**src/rtl/if_id_buffer_pkg.sv**
```systemverilog
// Shared constants and state encoding for the IF/ID skid buffer.
package if_id_buffer_pkg;

  localparam logic [15:0] Nop = 16'h0800;

  typedef enum logic [1:0] {
    StEmpty = 2'd0,
    StFull  = 2'd1,
    StSkid  = 2'd2
  } state_e;

endpackage

```
**src/rtl/if_id_buffer_reg16_en.sv**
```systemverilog
// 16-bit register with load enable and asynchronous active-high clear.
module reg16_en (
  input  logic        clk,
  input  logic        rst,
  input  logic        en,
  input  logic [15:0] d,
  output logic [15:0] q
);

  always_ff @(posedge clk or posedge rst) begin
    if (rst) begin
      q <= 16'h0000;
    end else if (en) begin
      q <= d;
    end
  end

endmodule

```
**src/rtl/if_id_buffer.sv**
```systemverilog
// IF/ID pipeline buffer: one main entry plus one skid entry so fetch can
// complete a word while decode is stalled.
module if_id_buffer
  import if_id_buffer_pkg::*;
(
  input  logic        clk,
  input  logic        rst,
  input  logic [15:0] instr_in,
  input  logic [15:0] pc2_in,
  input  logic        in_valid,
  input  logic        id_stall,
  input  logic        flush,
  output logic [15:0] instruct,
  output logic [15:0] pc2_out,
  output logic        valid,
  output logic        fetch_stall,
  output logic        err
);

  state_e      state_q, state_d;
  logic        main_en, skid_en, main_from_skid;
  logic [15:0] main_instr_q, main_pc2_q, skid_instr_q, skid_pc2_q;
  logic [15:0] main_instr_d, main_pc2_d;

  always_ff @(posedge clk or posedge rst) begin
    if (rst) begin
      state_q <= StEmpty;
    end else begin
      state_q <= state_d;
    end
  end

  always_comb begin
    state_d        = state_q;
    main_en        = 1'b0;
    skid_en        = 1'b0;
    main_from_skid = 1'b0;
    if (flush) begin
      // Contents need not be cleared: outputs are masked while EMPTY.
      state_d = StEmpty;
    end else begin
      unique case (state_q)
        StEmpty: begin
          if (in_valid) begin
            main_en = 1'b1;
            state_d = StFull;
          end
        end
        StFull: begin
          if (!id_stall) begin
            if (in_valid) begin
              main_en = 1'b1;
            end else begin
              state_d = StEmpty;
            end
          end else if (in_valid) begin
            skid_en = 1'b1;
            state_d = StSkid;
          end
        end
        StSkid: begin
          if (!id_stall) begin
            main_en        = 1'b1;
            main_from_skid = 1'b1;
            state_d        = StFull;
          end
        end
        default: state_d = StEmpty;
      endcase
    end
  end

  assign main_instr_d = main_from_skid ? skid_instr_q : instr_in;
  assign main_pc2_d   = main_from_skid ? skid_pc2_q   : pc2_in;

  reg16_en u_main_instr (
    .clk (clk),
    .rst (rst),
    .en  (main_en),
    .d   (main_instr_d),
    .q   (main_instr_q)
  );

  reg16_en u_main_pc2 (
    .clk (clk),
    .rst (rst),
    .en  (main_en),
    .d   (main_pc2_d),
    .q   (main_pc2_q)
  );

  reg16_en u_skid_instr (
    .clk (clk),
    .rst (rst),
    .en  (skid_en),
    .d   (instr_in),
    .q   (skid_instr_q)
  );

  reg16_en u_skid_pc2 (
    .clk (clk),
    .rst (rst),
    .en  (skid_en),
    .d   (pc2_in),
    .q   (skid_pc2_q)
  );

  assign valid       = (state_q == StFull) || (state_q == StSkid);
  assign fetch_stall = (state_q == StSkid);
  assign instruct    = valid ? main_instr_q : Nop;
  assign pc2_out     = valid ? main_pc2_q : 16'h0000;
  // A word arriving while the skid is occupied is dropped and flagged.
  assign err         = in_valid & fetch_stall & ~flush;

endmodule

```
**config.mk**
```make
export PLATFORM = sky130hd
export DESIGN_NAME = if_id_buffer
export DESIGN_NICKNAME = d
export VERILOG_FILES = /design/src/rtl/if_id_buffer_pkg.sv /design/src/rtl/if_id_buffer_reg16_en.sv /design/src/rtl/if_id_buffer.sv
export SDC_FILE = /design/constraint.sdc
export NUM_CORES = 1
export LEC_CHECK = 0
export BUFFER_PORTS_ARGS = -buffer_cell sky130_fd_sc_hd__buf_2
export CAP_MARGIN = 20
export CORE_ASPECT_RATIO = 0.6
export CORE_MARGIN = 2
export CORE_UTILIZATION = 50
export CTS_CLUSTER_DIAMETER = 80
export DETAILED_ROUTE_END_ITERATION = 7
export GPL_TIMING_DRIVEN = 0
export PLACE_DENSITY = 0.77
export SETUP_SLACK_MARGIN = 0.15
export SYNTH_ARGS = -nofsm -noshare
export SYNTH_HDL_FRONTEND = slang
export SYNTH_HIERARCHICAL = 1
export SYNTH_SLANG_ARGS = --single-unit
```
**constraint.sdc**
```tcl
create_clock -name clk -period 2.1 [get_ports clk]
set_clock_uncertainty 0.2 [all_clocks]
set_input_delay 0.42 -clock clk [delete_from_list [all_inputs] [get_ports clk]]
set_output_delay 0.42 -clock clk [all_outputs]
set_load 0.02 [all_outputs]
```
# Word-level counts from Yosys, hierarchy flattened
# Index checks and enable logic that the tools add are counted.
[totals]
register_bits = 66
out_inout_bits = 35
elab_cells = 38
[classes]
eq_ne = 6
n_mux = 21
bitwise = 3
reduce_logical = 3
[ops]
columns = ["operator", "count"]
rows = [
  ["$mux 16", 4],
  ["$mux 2", 6],
  ["$mux 1", 9],
  ["$ne 4x4->1 const B", 2],
  ["$ne 3x3->1 const B", 2],
  ["$pmux 2 s3", 1],
  ["$reduce_and 4->1", 1],
  ["$pmux 1 s3", 1],
  ["$and 1x1->1", 2],
  ["$eq 2x1->1 const B", 1],
  ["$eq 2x2->1 const B", 1],
  ["$logic_not 2->1", 1],
  ["$logic_or 1x1->1", 1],
  ["$not 1->1", 1],
]

# Logic depth before layout (Yosys ltp)
[logic_depth]
depth_word = 4
mapped_depth = 8
mapped_depth_nobuf = 6

# Cells and area by module
# The synthesis kept the hierarchy.
[by_module_without_submodules]
columns = ["mod", "instances", "cells_each", "area_per_inst_um2", "seq_area_each_um2"]
rows = [
  ["reg16_en", 4, 35, 653.1, 400.4],
  ["if_id_buffer", 1, 97, 872.1, 50.0],
]

# Least setup slack after synthesis
# No wires, ideal clock.
[synth_path]
path_kind = "register -> register"
from = "register state_q[0]"
to = "register u_main_instr.q[2]"
setup_ns = 0.125
arrival_time_ns = 1.957
required_time_ns = 1.775
path_slack_ns = -0.181
stages_incl_launch_ff = 7
n_path_buf = 1
synth_period_minus_slack_ns = 2.281
path_cell_list = "dfrtp_1 -> inv_1 -> ha_1 -> nor3b_4 -> buf_6 -> mux2_2 -> mux2_2"
[synth_via]
elab_chain_len = 4
word_cells_on_any_way = 8
classes_between = "2 x eq/ne; 5 x mux; 1 x reduce/logical"
[synth_rtl]
columns = ["item", "line", "rtl"]
rows = [
  ["from (decl)", "if_id_buffer.sv:20", "state_e state_q, state_d;"],
  ["from (signal assigned)", "if_id_buffer.sv:27", "state_q <= StEmpty;"],
  ["from (signal assigned)", "if_id_buffer.sv:29", "state_q <= state_d;"],
  ["$eq 2x2->1", "-", ""],
  ["net fetch_stall", "if_id_buffer.sv:16", "output logic fetch_stall,"],
  ["$mux 1", "if_id_buffer.sv:42", "unique case (state_q)"],
  ["$mux 1", "if_id_buffer.sv:38", "if (flush) begin"],
  ["$mux 16", "if_id_buffer.sv:73", "assign main_instr_d = main_from_skid ? skid_instr_q : instr_in;"],
  ["net main_instr_d[2]", "if_id_buffer.sv:23", "logic [15:0] main_instr_d, main_pc2_d;"],
  ["to (signal assigned)", "if_id_buffer_reg16_en.sv:12", "q <= 16'h0000;"],
  ["to (signal assigned)", "if_id_buffer_reg16_en.sv:14", "q <= d;"],
  ["to (decl)", "if_id_buffer_reg16_en.sv:7", "output logic [15:0] q"],
]
# The timed path passes the listed nets, and every way through them passes these cells.
# A chain may end at the register's enable or synchronous reset.

# Final worst setup path
[layout_path]
from = "register state_q[0]"
to = "register u_main_pc2.q[14]"
[layout_via]
word_cells_on_any_way = 8
classes_between = "2 x eq/ne; 5 x mux; 1 x reduce/logical"
[layout_rtl]
columns = ["item", "line", "rtl"]
rows = [
  ["$eq 2x2->1, or another cell as far along", "if_id_buffer.sv:42", ""],
  ["$pmux 1 s3 (*)", "if_id_buffer.sv:42", ""],
  ["$mux 1 (*)", "if_id_buffer.sv:38", ""],
  ["net main_en", "if_id_buffer.sv:21", "logic main_en, skid_en, main_from_skid;"],
  ["to (signal assigned)", "if_id_buffer_reg16_en.sv:12", ""],
  ["to (signal assigned)", "if_id_buffer_reg16_en.sv:14", ""],
  ["to (decl)", "if_id_buffer_reg16_en.sv:7", ""],
]
# Mark *: on every way through the listed nets, which the timed path passes. The rest lies on a longest branch.

==> summary.md <==
| Metric | Value |
|---|---|
| Worst Setup Start Kind | register |
| Number of synthesized flops with an enable pin | 0 |
| Fill cells | 370 |
| Sequential cell area | between 1500 and 2000 um^2 |
| Sequential fraction of design power | 0.307 |
| Row count | 23 |
| Routed via count | 2241 |
| Total track usage | 0.227 |
| Share of cells above drive strength 1 | 0.740 |
| First-pass GRT wire length | 13.0 mm |
| PnR worst setup slack | -0.116 ns |
| Largest net degree at the start of global routing | 17 |
| Crit. End Element | register |
| Cell taking the most area after synthesis | dfrtp_1 |
| Die area | 7680 um^2 |
| Max FO, Critical Path | 5 |
| Crit path from | state_q[0]$_DFFE_PP0P_ |
| CTS Buf Count | 9 |
| Later-pin clock latency in the skew report | 0.33 ns |
| DR WL/cell | about 20 um |
| Worst hold start | instr_in[12] |
| Antenna violations before repair | 0 |
| Hold path depth | 2 |
| Asr flop ratio synth | 1.00 |
| Pint | approximately 5.3 mW |
| # port buffers | 70 |
| Final hold viol count | 0 |
| Die X | roughly 110 um |
| Fin crit share | 1.06 |
| WS Path Type | reg2reg |
| Mapped Avg Cell Area | between 10 and 15 um^2 |
| Outcome | finished with violations |
| Ranking of synthesized cells by area | dfrtp_1 (47%), mux2_4 (18%), mux2_2 (17%) |
| Post-synth top area share | 0.474 |
| Max VDD drop | between 0.0007 and 0.0008 V |
| Final WL | between 8 and 9 mm |
| Failing checks | negative setup slack |
| Longest Clk Path Bufs | 2 |
| Multi-input logic area | between 1500 and 2000 um^2 |
| Cell mode on critical path | buf_6 |
| Worst EP required | about 2.1 ns |
| Sw Share | 0.296 |
| Final estimated routing congestion in global placement | ~0.76 |
| CP arrival | between 2 and 2.5 ns |
| Clock slew at reported path FFs | ~0.06 ns |
| Yosys cell types | 24 |
| Sequence of cells on the critical path | inv_2, ha_4, buf_6, a21oi_4, a2bb2oi_4, nor3_4, buf_6, clkbuf_16, mux2_4 |
| Syn. warnings | 6 |
| Max Fclk | ~0.45 GHz |
| Max-slew violations | 0 |
| Vias in the first global route | between 2000 and 2500 |
| Drt drc | 0 |
| Net switching power | about 2.2 mW |
| Worst slew margin | 0.524 |
| Setup TNS | -4.67 ns |
| CTS tree | built |
| Fin nets | approximately 380 |
| Synth Instances | 237 |
| Vias/cell | around 5.2 |
| # Max-Cap Violations | 0 |
| CTS H-tree lvls | 3 |
| HPWL after DPL | around 4.9 mm |
| Worst Reg-to-Reg Cells | 9 |
| Synth Register Bits | 66 |
| Die H | 68.7 um |
| Syn-to-layout area delta | 48.9% |
| Crit path largest cell delay | a little over 0.4 ns |
| Unrepaired setup endpoints after global routing | true |
| Final setup viols | between 60 and 70 |
| DRT iter0 DRCs | 80 |
| Logic pwr share | 0.448 |
| R2r startpoint | state_q[0]$_DFFE_PP0P_ |
| Core area | 6710 um^2 |
| Number of routed nets with antenna violations | 0 |
| Final core occ | 0.774 |
| Worst hold path class | in2reg |
| DP Worst Slack | -0.250 ns |
| Fin crit period | ~2.2 ns |
| Clk root buf | clkbuf_16 |
| I/O pins | 72 |
| Cell Pwr Density | 1450 nW/um^2 |
| Sink Count | 66 |
| Number of diodes | 0 |
| Sequential-to-total area share from yosys stat | 0.474 |
| GR Overflow Total | 0 |
| Mapped Area | approximately 3500 um^2 |
| Detailed Routing Iterations Pass 1 | 4 |
| Crit-path slowest cell | dfrtp_1 |
| Leakage power | roughly 2.5 nW |
| Clock share of power | 0.246 |
| Measured slew at the worst slew-check pin | 0.713 ns |
| Syn nets | ~280 |
| Post-synth top flop | dfrtp_1 |
| Initial Util | 0.520 |
routing by layer:
layer | GRT usage | share of wire
met1 | 0.309 | 0.48
met2 | 0.366 | 0.47
met3 | 0.0533 | 0.037
met4 | 0.0772 | 0.0095
met5 | 0 | 0
path summary, 6_finish.rpt:
check                                                 end  slack (ns)
max reg2reg                  u_main_pc2/q[14]$_DFFE_PP0P_       -0.12
max in group asynchronous    u_skid_pc2/q[11]$_DFFE_PP0P_        0.64
min reg2reg                   u_skid_pc2/q[3]$_DFFE_PP0P_        0.31
min                        u_skid_instr/q[12]$_DFFE_PP0P_        0.13
max                          u_main_pc2/q[14]$_DFFE_PP0P_       -0.12
min in group asynchronous          state_q[0]$_DFFE_PP0P_        0.34
critical path, delay by kind of cell, from the launching register on:
kind            cells  cell delay, ns
flops               1            0.41
mux                 1            0.30
fa+ha+maj           1            0.17
compound gates      2            0.18
buf+inv             4            0.57
simple gates        1            0.25
through the flow:
stage                     hold WS [ns]  area (um^2)  instances  power, mW
final                            0.135         5190        433       7.55
after global routing             0.130         5190        433       7.88
after CTS                        0.125         4930        426       7.14
after detailed placement         0.115         3960        394       4.50
after global placement           0.118         3960        394       4.41
after floorplan                -0.0388         3500        237       3.89
timing repair:
| item | 4_1_cts | 5_1_grt |
|---|---|---|
| hold buffers | 1 | 0 |
| pin swaps | 1 | 9 |
| hold endpoints to repair | 2 | 0 |
| endpoints found under the setup margin | 86 | 88 |
| resized for setup | 129 | 47 |
| buffers inserted | 13 | 4 |
| gates cloned | 2 | 3 |
synth_stat cells (3+ instances only):
cell type,instances
inv_1,7
clkbuf_1,3
buf_12,4
mux2_4,41
and2_1,31
dfrtp_1,66
ha_1,5
buf_6,7
mux2_2,54
cells in the final DEF (no fill, tap or decap):
cell type | Yosys | layout
a21oi_4 | 0 | 1
inv_6 | 0 | 1
buf_12 | 4 | 7
buf_8 | 0 | 8
clkbuf_2 | 1 | 1
buf_2 | 0 | 35
a2bb2oi_4 | 0 | 1
clkbuf_1 | 3 | 1
buf_4 | 0 | 4
and2_4 | 0 | 24
inv_1 | 7 | 5
nor3_4 | 0 | 1
clkinv_4 | 0 | 1
inv_2 | 0 | 1
nor3b_4 | 1 | 1
buf_6 | 7 | 48
and4b_2 | 0 | 1
a221oi_4 | 0 | 1
nor3_1 | 2 | 1
mux2i_1 | 1 | 1
xor2_1 | 1 | 1
nor2b_1 | 1 | 1
dfrtp_1 | 66 | 65
mux2_4 | 41 | 74
and2_1 | 31 | 7
inv_4 | 0 | 1
ha_1 | 5 | 1
dlygate4sd3_1 | 0 | 1
buf_16 | 0 | 1
ha_2 | 0 | 1
dfrtp_2 | 0 | 1
ha_4 | 0 | 3
nor2_1 | 2 | 2
nand3b_1 | 1 | 1
clkbuf_16 | 0 | 12
and3b_1 | 1 | 1
bufinv_16 | 0 | 4
nand2b_1 | 2 | 2
mux2_2 | 54 | 23
power groups by stage:
stage	registers [mW]	logic, mW	clock network (mW)
after floorplan	2.14	1.76	0
after global placement	2.22	2.20	0
after detailed placement	2.25	2.25	0
after CTS	2.26	3.01	1.88
after global routing	2.39	3.56	1.93
final	2.31	3.38	1.86
area by class of cell:
class / instances / area share
buffer: 15 / 0.0441
clock buffer: 10 / 0.0441
clock inverter: 6 / 0.0265
inverter: 7 / 0.00555
multi-input combinational: 149 / 0.368
sequential: 66 / 0.319
tap: 87 / 0.0210
timing repair buffer: 93 / 0.172
kinds of logic (layout without fill, tap and decap cells):
| family | Yosys count | in the layout | share of synthesized area |
|---|---|---|---|
| xor gates and xnor gates | 1 | 1 | 0.00251 |
| and+or+nand+nor | 42 | 42 | 0.0790 |
| adders and majority gates | 5 | 5 | 0.0180 |
| DFF | 66 | 66 | 0.474 |
| muxes | 98 | 98 | 0.361 |
| buffers and inverters | 22 | 131 | 0.0578 |
| AOI/OAI and AO/OA | 3 | 3 | 0.00826 |
flip-flops by register name, summed over array words and instances, names as in the netlist:
register        flops
u_main_instr/q     16
u_skid_instr/q     16
state_q             2
u_skid_pc2/q       16
u_main_pc2/q       16
Note: power is estimated with default switching activity, not from simulation.
